**config.mk**
```make
export PLATFORM = sky130hd
export DESIGN_NAME = operand_entry_ctrl
export DESIGN_NICKNAME = d
export VERILOG_FILES = /design/src/rtl/calc_pkg.sv /design/src/rtl/bcd_to_bin.sv /design/src/rtl/operand_entry_ctrl.sv
export SDC_FILE = /design/constraint.sdc
export NUM_CORES = 1
export LEC_CHECK = 0
export BUFFER_PORTS_ARGS = -buffer_cell sky130_fd_sc_hd__buf_2
export CORE_MARGIN = 2
export CORE_UTILIZATION = 52
export DETAILED_ROUTE_END_ITERATION = 7
export PLACE_DENSITY = 0.74
export SETUP_SLACK_MARGIN = 0.15
export SYNTH_ARGS = -nofsm -noshare
export SYNTH_HDL_FRONTEND = slang
export SYNTH_SLANG_ARGS = --single-unit
```
**constraint.sdc**
```tcl
create_clock -name clk -period 2.3 [get_ports clk]
set_clock_uncertainty 0.2 [all_clocks]
set_input_delay 0.23 -clock clk [delete_from_list [all_inputs] [get_ports clk]]
set_output_delay 0.23 -clock clk [all_outputs]
set_load 0.005 [all_outputs]
```
**src/rtl/calc_pkg.sv**
```systemverilog
// calc_pkg: shared FSM states, operator codes and keypad codes for the calculator front end.
package calc_pkg;
    typedef enum logic [1:0] {S_A, S_B, S_ISSUE} state_t;
    typedef enum logic [1:0] {OP_ADD, OP_SUB, OP_MUL} op_t;
    localparam logic [3:0] KEY_SIGN  = 4'hA;
    localparam logic [3:0] KEY_ENTER = 4'hB;
    localparam logic [3:0] KEY_CLEAR = 4'hC;
    localparam logic [3:0] KEY_ADD   = 4'hD;
    localparam logic [3:0] KEY_SUB   = 4'hE;
    localparam logic [3:0] KEY_MUL   = 4'hF;
endpackage

```
**src/rtl/bcd_to_bin.sv**
```systemverilog
// bcd_to_bin: signed single BCD digit to 5-bit two's complement; -0 yields 0.
module bcd_to_bin (
    input  logic [3:0] i_bcd,
    input  logic       i_neg,
    output logic [4:0] o_bin
);
    logic [4:0] w_mag;
    assign w_mag = {1'b0, i_bcd};
    assign o_bin = i_neg ? 5'(-w_mag) : w_mag;
endmodule

```
**src/rtl/operand_entry_ctrl.sv**
```systemverilog
// operand_entry_ctrl: builds signed operands A and B from keypad events and
// hands them with an operator code to the ALU over valid/ready.
module operand_entry_ctrl
    import calc_pkg::*;
#(
    parameter int         DW         = 5,
    parameter logic [1:0] DEFAULT_OP = 2'd0
) (
    input  logic          clk,
    input  logic          rst_n,
    input  logic          key_valid,
    input  logic [3:0]    key_code,
    input  logic          op_ready,
    output logic          op_valid,
    output logic [DW-1:0] op_a,
    output logic [DW-1:0] op_b,
    output logic [1:0]    op_code,
    output logic [3:0]    disp_digit,
    output logic          disp_sign,
    output logic          entry_sel,
    output logic          busy,
    output logic          err
);
    state_t        r_state, w_state;
    logic [3:0]    r_digit, w_digit;
    logic          r_sign, w_sign;
    logic          r_loaded, w_loaded;
    logic [DW-1:0] r_a, w_a, r_b, w_b;
    logic [1:0]    r_code, w_code;
    logic          r_valid, w_valid, r_busy, w_busy, r_sel, w_sel, r_err, w_err;
    logic [4:0]    w_bin;
    logic [DW-1:0] w_ext;

    bcd_to_bin u_conv (.i_bcd(r_digit), .i_neg(r_sign), .o_bin(w_bin));
    assign w_ext = DW'($signed(w_bin));

    always_comb begin
        w_state  = r_state;
        w_digit  = r_digit;
        w_sign   = r_sign;
        w_loaded = r_loaded;
        w_a      = r_a;
        w_b      = r_b;
        w_code   = r_code;
        w_valid  = r_valid;
        w_busy   = r_busy;
        w_sel    = r_sel;
        w_err    = 1'b0;
        if (r_state == S_ISSUE) begin
            // keys are never honoured while an operation is pending, even on the handshake cycle
            w_err = key_valid;
            if (op_ready) begin
                w_state = S_A;
                w_valid = 1'b0;
                w_busy  = 1'b0;
                w_sel   = 1'b0;
                w_code  = DEFAULT_OP;
            end
        end else if (key_valid) begin
            if (key_code <= 4'd9) begin
                w_digit  = key_code;
                w_loaded = 1'b1;
            end else if (key_code == KEY_SIGN) begin
                w_sign = ~r_sign;
            end else if (key_code == KEY_ENTER) begin
                if (!r_loaded) begin
                    w_err = 1'b1;
                end else begin
                    w_digit  = 4'd0;
                    w_sign   = 1'b0;
                    w_loaded = 1'b0;
                    if (r_state == S_A) begin
                        w_a     = w_ext;
                        w_state = S_B;
                        w_sel   = 1'b1;
                    end else begin
                        w_b     = w_ext;
                        w_state = S_ISSUE;
                        w_valid = 1'b1;
                        w_busy  = 1'b1;
                    end
                end
            end else if (key_code == KEY_CLEAR) begin
                w_digit  = 4'd0;
                w_sign   = 1'b0;
                w_loaded = 1'b0;
                w_a      = '0;
                w_b      = '0;
                w_code   = DEFAULT_OP;
                w_state  = S_A;
                w_sel    = 1'b0;
            end else begin
                w_code = (key_code == KEY_ADD) ? OP_ADD : (key_code == KEY_SUB) ? OP_SUB : OP_MUL;
            end
        end
    end

    always_ff @(posedge clk or negedge rst_n) begin
        if (!rst_n) begin
            r_state  <= S_A;
            r_digit  <= 4'd0;
            r_sign   <= 1'b0;
            r_loaded <= 1'b0;
            r_a      <= '0;
            r_b      <= '0;
            r_code   <= DEFAULT_OP;
            r_valid  <= 1'b0;
            r_busy   <= 1'b0;
            r_sel    <= 1'b0;
            r_err    <= 1'b0;
        end else begin
            r_state  <= w_state;
            r_digit  <= w_digit;
            r_sign   <= w_sign;
            r_loaded <= w_loaded;
            r_a      <= w_a;
            r_b      <= w_b;
            r_code   <= w_code;
            r_valid  <= w_valid;
            r_busy   <= w_busy;
            r_sel    <= w_sel;
            r_err    <= w_err;
        end
    end

    assign op_valid   = r_valid;
    assign op_a       = r_a;
    assign op_b       = r_b;
    assign op_code    = r_code;
    assign disp_digit = r_digit;
    assign disp_sign  = r_sign;
    assign entry_sel  = r_sel;
    assign busy       = r_busy;
    assign err        = r_err;
endmodule

```
Word level (Yosys, flattened, before mapping)
Index checks and enable logic that the tools add are counted.
{ "op_classes": {"bitwise": 4, "add_sub_neg": 1, "order_cmp": 1, "n_mux": 58, "n_reduce_logical": 17, "eq_ne": 19} }
{ "op_table": {"columns": ["op", "n"], "rows": [
  ["5-bit two-way mux", 8],
  ["2-bit two-way mux", 17],
  ["1-bit two-way mux", 28],
  ["7-bit AND reduction", 4],
  ["4-bit == test, second input constant", 5],
  ["4-bit two-way mux", 5],
  ["2-bit != test, second input constant", 8],
  ["5-bit AND reduction", 3],
  ["3-bit != test, second input constant", 3],
  ["3-bit nonzero test", 3],
  ["2-bit nonzero test", 4],
  ["6-bit AND reduction", 1],
  ["4-bit negator with 5-bit output", 1],
  ["4-bit less-or-equal comparator, second input constant", 1],
  ["1-bit inverter", 4],
  ["4-bit AND reduction", 1],
  ["3-bit by 2-bit != test with 1-bit output, second input constant", 1],
  ["2-bit == test, second input constant", 1],
  ["2-bit logical NOT", 1],
  ["2-bit by 1-bit != test with 1-bit output, second input constant", 1]
]} }
{ "totals": {"elab_cells": 110, "out_inout_bits": 21, "reg_bits": 23, "inputBits": 8} }

Logic depth before layout (Yosys ltp)
{ "logic_depth": {"word_depth": 9, "ltp_mapped": 6, "ltp_nobuf": 6} }

Modules after synthesis
Synthesis repeated with hierarchy kept, for this count alone.
{ "hier_totals": {"hier_cells": 101, "area_unflattened_um2": 1132.3} }
{ "modules_own_cells": {"columns": ["module", "cells_per_inst", "n_inst", "seq_area_each_um2", "area_each_um2"], "rows": [
  ["operand_entry_ctrl", 89, 1, 575.6, 1048.5],
  ["bcd_to_bin", 12, 1, 0.0, 83.8]
]} }

Worst setup path after synthesis
No wires, ideal clock.
{ "synth_timing": {"path_kind": "flip-flop to flip-flop", "startpoint": "register r_state[0]", "endpoint": "register r_b[0] (netlist: op_b[0])", "stages_incl_launch_ff": 5, "setup_time_ns": 0.125, "n_path_buf": 0, "required_ns": 1.975, "arrival_ns": 1.417, "setup_slack_ns": 0.558, "path_cell_list": "dfrtp_1 -> or2b_2 -> o2111ai_4 -> nand2b_4 -> mux2_4"} }
{ "synth_between": {"elab_chain_cells": 3, "elab_cells_between_ends": 5, "cone_classes": "eq/ne: 2; bitwise: 1; reduce/logical: 2"} }
{ "synth_lines": {"columns": ["item", "line", "source"], "rows": [
  ["from (decl)", "operand_entry_ctrl.sv:24", "state_t r_state, w_state;"],
  ["from (signal assigned)", "operand_entry_ctrl.sv:112", "r_state <= w_state;"],
  ["2-bit logical NOT or 2-bit == test (tied branches)", "operand_entry_ctrl.sv:72, operand_entry_ctrl.sv:49", null],
  ["2-bit != test (no source line) or 1-bit inverter (tied branches)", null, null],
  ["7-bit AND reduction (no source line) *", null, null],
  ["to (signal assigned)", "operand_entry_ctrl.sv:117", "r_b <= w_b;"],
  ["to (decl)", "operand_entry_ctrl.sv:28", "logic [DW-1:0] r_a, w_a, r_b, w_b;"]
]} }
Every way passes the cells marked *; elsewhere a longest branch is shown, timed or not.
A chain may end at the register's enable or synchronous reset.

Worst setup path after layout
{ "layout_timing": {"startpoint": "register r_loaded", "endpoint": "register r_b[1] (netlist: op_b[1])"} }
{ "layout_between": {"elab_chain_cells": 2} }
{ "layout_lines": {"columns": ["item", "line", "source"], "rows": [
  ["from (decl)", "operand_entry_ctrl.sv:27", "logic r_loaded, w_loaded;"],
  ["from (signal assigned)", "operand_entry_ctrl.sv:115", "r_loaded <= w_loaded;"],
  ["2-bit != test (no source line)", null, null],
  ["7-bit AND reduction (no source line)", null, null]
]} }
No other way between the ends.

==> metrics.log <==
INFO  metric yosys.cell_types.count = between 40 and 50
INFO  metric timing.final.crit_period = ~1.9 ns
INFO  metric cp-start-kind = flip-flop
INFO  metric setup_slack_of_the_critical_path_after_layout = about 0.44 ns
INFO  metric grt_pass1_vias = 830
INFO  metric share_comb_of_total_power = 0.212
INFO  metric ant_nets = 0
INFO  metric synth_compound_area_frac = 0.152
INFO  metric postSynthNetCount = roughly 120
INFO  metric seq_power_share = 0.569
INFO  metric post_cts_resize_count = 0
INFO  metric netlist_top_cells_area = sky130_fd_sc_hd__dfrtp_1 45%, sky130_fd_sc_hd__mux2_4 5.9%, sky130_fd_sc_hd__mux2_2 4.5%
INFO  metric core = 0.00225 mm2
INFO  metric post_synth.cell_area_avg = 11.6 um2
INFO  metric cts.sinks = 23
INFO  metric final_common_cell = sky130_fd_sc_hd__buf_2
INFO  metric cp_slowest_stage_delay = roughly 0.46 ns
INFO  metric place_area = 0.00140 mm2
INFO  metric grt_antenna_before_repair = 0
INFO  metric critical-path-slowest-cell = sky130_fd_sc_hd__dfrtp_1
INFO  metric synth_warnings = 0
INFO  metric worst_setup_path_end_kind = flip-flop
INFO  metric clk-insertion-delay-late = 0.31 ns
INFO  metric drv_cap = 0
INFO  metric final_cell_mix = 28 x sky130_fd_sc_hd__buf_2, 23 x sky130_fd_sc_hd__dfrtp_1, 10 x sky130_fd_sc_hd__nor2_1
INFO  metric synth-edff-count = 0
INFO  metric ys_seq_elements = 23
INFO  metric maxClockFrequency = approximately 540 MHz
INFO  metric path_clk_slew = ~0.13 ns
INFO  metric p_leak = about 0.75 nW
INFO  metric die_outline_area = around 0.0028 mm2
INFO  metric synth.yosys.seq_area_share = 0.455
INFO  metric chipHeight = 53.3 um
INFO  metric global_route.overflow_total = 0
INFO  metric rsz_0062_raised_after_global_routing = false
INFO  metric fin_util = 0.636
INFO  metric clockBufferDepth = 2
INFO  metric first_pass_iters = 3
INFO  metric power.switching = about 240 uW
INFO  metric area_growth_syn_to_layout = 13.4%
INFO  metric route.detailed.drc = 0
INFO  metric total_routing_resource_utilization_after_global_routing = 0.190
INFO  metric synth_adder_area_share = 0.00989
INFO  metric grt_pass1_wl = roughly 4.0 mm
INFO  metric core.rowCount = 17
INFO  metric detailedPlacementHpwl = ~1.8 mm
INFO  metric internal_power = about 600 uW
INFO  metric muxShareOfSynthArea = 0.128
INFO  metric powerDensity = between 500 and 600 mW/mm2
INFO  metric synth_area = between 0.001 and 0.0015 mm2
INFO  metric drive_gt1_frac = 0.372
INFO  metric dieWidth = between 50 and 60 um
INFO  metric synth_top_family_by_area = simple AND/OR/NAND/NOR gates
INFO  metric antenna-diode-count = 0
INFO  metric placement.setup.worst_slack = between 0.4 and 0.5 ns
INFO  metric wirelength = 2.36 mm
INFO  metric synth_top_cell_area_share = 0.455
INFO  metric number_of_vias_per_cell_after_detailed_routing = about 5.5
INFO  metric critical_path.cell_chain = and4b_1 > o2111ai_4 > nand2b_4 > mux2_4
INFO  metric port_buffers = 28
INFO  metric clock_power_share = 0.219
INFO  metric grt_start_max_net_pins = 24
INFO  metric postLayoutCellArea = 0.00143 mm2
INFO  metric worst_ep_required_time = ~2.3 ns
INFO  metric post_synth_xor_area_fraction = 0.0138
INFO  metric timing.final.crit_share = 0.808
INFO  metric io-pin-count = 29
INFO  metric synth-main-ff-cell = sky130_fd_sc_hd__dfrtp_1
INFO  metric peakVddDrop = between 0.3 and 0.4 mV
INFO  metric crit_path_max_fanout = 7
INFO  metric worst-endpoint-arrival = roughly 1.9 ns
INFO  metric async_reset_ff_frac = 1.00
INFO  metric clockRootBuffer = sky130_fd_sc_hd__clkbuf_4
INFO  metric outcome = finished clean
INFO  metric timing.setup.tns = 0 ns
INFO  metric final_cell_count_no_fill = 165
INFO  metric finalHoldViolations = 0
INFO  metric drt-wirelength-per-cell = 14.3 um
INFO  metric cts-buffers-inserted = 3
INFO  metric synth_top_cell_by_area = sky130_fd_sc_hd__dfrtp_1
INFO  metric totalPowerFinal = ~840 uW
INFO  metric route.vias.total = 907
INFO  metric placed_cells_incl_taps = 160
INFO  metric initial_core_util = 0.561
INFO  metric min-delay-path-class = input port to flip-flop
INFO  metric gpl.final_weighted_congestion = around 0.76
INFO  metric criticalPathCategory = flip-flop to flip-flop
INFO  metric timing.final.setup_violations = 0
INFO  metric fin_nets = 147
INFO  metric clock_tree_from_tritoncts = built
INFO  metric htree_num_levels = 1
INFO  metric hold_slack = between 0.03 and 0.04 ns
INFO  metric synthCells = approximately 110
INFO  metric worstMarginPinSlew = 0.489 ns
INFO  metric max-slew-margin-rel = 0.674
INFO  metric finalMaxSlewViolations = 0
INFO  metric power.switching_fraction = 0.290
INFO  metric nFillCells = 208
INFO  metric synthSimpleGateAreaFrac = 0.195
INFO  metric number_of_violations_reported_at_the_end_of_detailed_routing_iteration_0 = 13
-- area by class of cell --
cell class                 instances  area, um2  area share
multi-input combinational         77        631       0.440
inverter                           4       15.0      0.0105
timing repair buffer              29        150       0.105
tap                               28       35.0      0.0244
sequential                        23        576       0.401
clock buffer                       3       22.5      0.0157
clock inverter                     1       5.00     0.00349
-- registers in the layout, indices dropped and copies added (netlist names) --
signal      count
entry_sel       1
r_state         2
busy            1
disp_sign       1
r_loaded        1
disp_digit      4
op_code         2
op_a            5
op_b            5
err             1
-- cells in the mapped netlist (2+ instances only) --
| master | number |
|---|---|
| sky130_fd_sc_hd__buf_4 | 2 |
| sky130_fd_sc_hd__nand2_1 | 8 |
| sky130_fd_sc_hd__dfrtp_1 | 23 |
| sky130_fd_sc_hd__mux2i_1 | 3 |
| sky130_fd_sc_hd__and2_1 | 2 |
| sky130_fd_sc_hd__mux2_4 | 5 |
| sky130_fd_sc_hd__and4b_1 | 2 |
| sky130_fd_sc_hd__nand3_1 | 3 |
| sky130_fd_sc_hd__inv_1 | 4 |
| sky130_fd_sc_hd__nor2_1 | 10 |
| sky130_fd_sc_hd__mux2_2 | 5 |
| sky130_fd_sc_hd__o31ai_1 | 2 |
| sky130_fd_sc_hd__o21ai_0 | 5 |
| sky130_fd_sc_hd__a22o_1 | 4 |
-- power by group through the flow --
stage / clock network [mW] / registers, mW / logic (mW)
2_1_floorplan: 0 / 0.483 / 0.112
3_3_place_gp: 0 / 0.487 / 0.176
3_5_place_dp: 0 / 0.486 / 0.179
4_1_cts: 0.189 / 0.479 / 0.181
5_1_grt: 0.208 / 0.486 / 0.201
6_report: 0.185 / 0.480 / 0.179
-- worst paths after layout --
path / startpoint / endpoint / slack, ns / depth (start not counted)
max: r_loaded / op_b[1] / 0.44 / 4
min: key_valid / err / 0.03 / 2
max reg2reg: r_loaded / op_b[1] / 0.44 / 4
min reg2reg: op_a[4] / op_a[4] / 0.32 / 1
max in group asynchronous: rst_n / r_state[1] / 1.37 / 2
min in group asynchronous: rst_n / disp_sign / 0.20 / 2
-- per-layer routing --
metal	routed length [um]	share of wire	GRT usage	vias up
met5	0	0	0	-
met4	36	0.015	0.0598	0
met3	102	0.043	0.0311	6
met2	1060	0.45	0.296	20
met1	1170	0.49	0.268	430
li1	-	-	-	451
-- cell families (layout without fill, tap and decap cells) --
logic type	Yosys count	in the layout
flops	23	23
fa+ha+maj	1	1
compound gates	22	22
simple gates	39	39
buf+inv	9	37
mux	13	13
xor+xnor	2	2
-- what timing repair did --
item,in CTS,in global routing
hold buffers,1,0
endpoints found under the hold margin,23,0
buffers inserted,0,0
-- worst max-delay path, delay by kind of cell (launching register included) --
kind               cells  cell delay (ns)
DFF                    1             0.46
and+or+nand+nor        2             0.49
AOI/OAI and AO/OA      1             0.29
muxes                  1             0.31
Note: power is estimated with default switching activity, not from simulation.
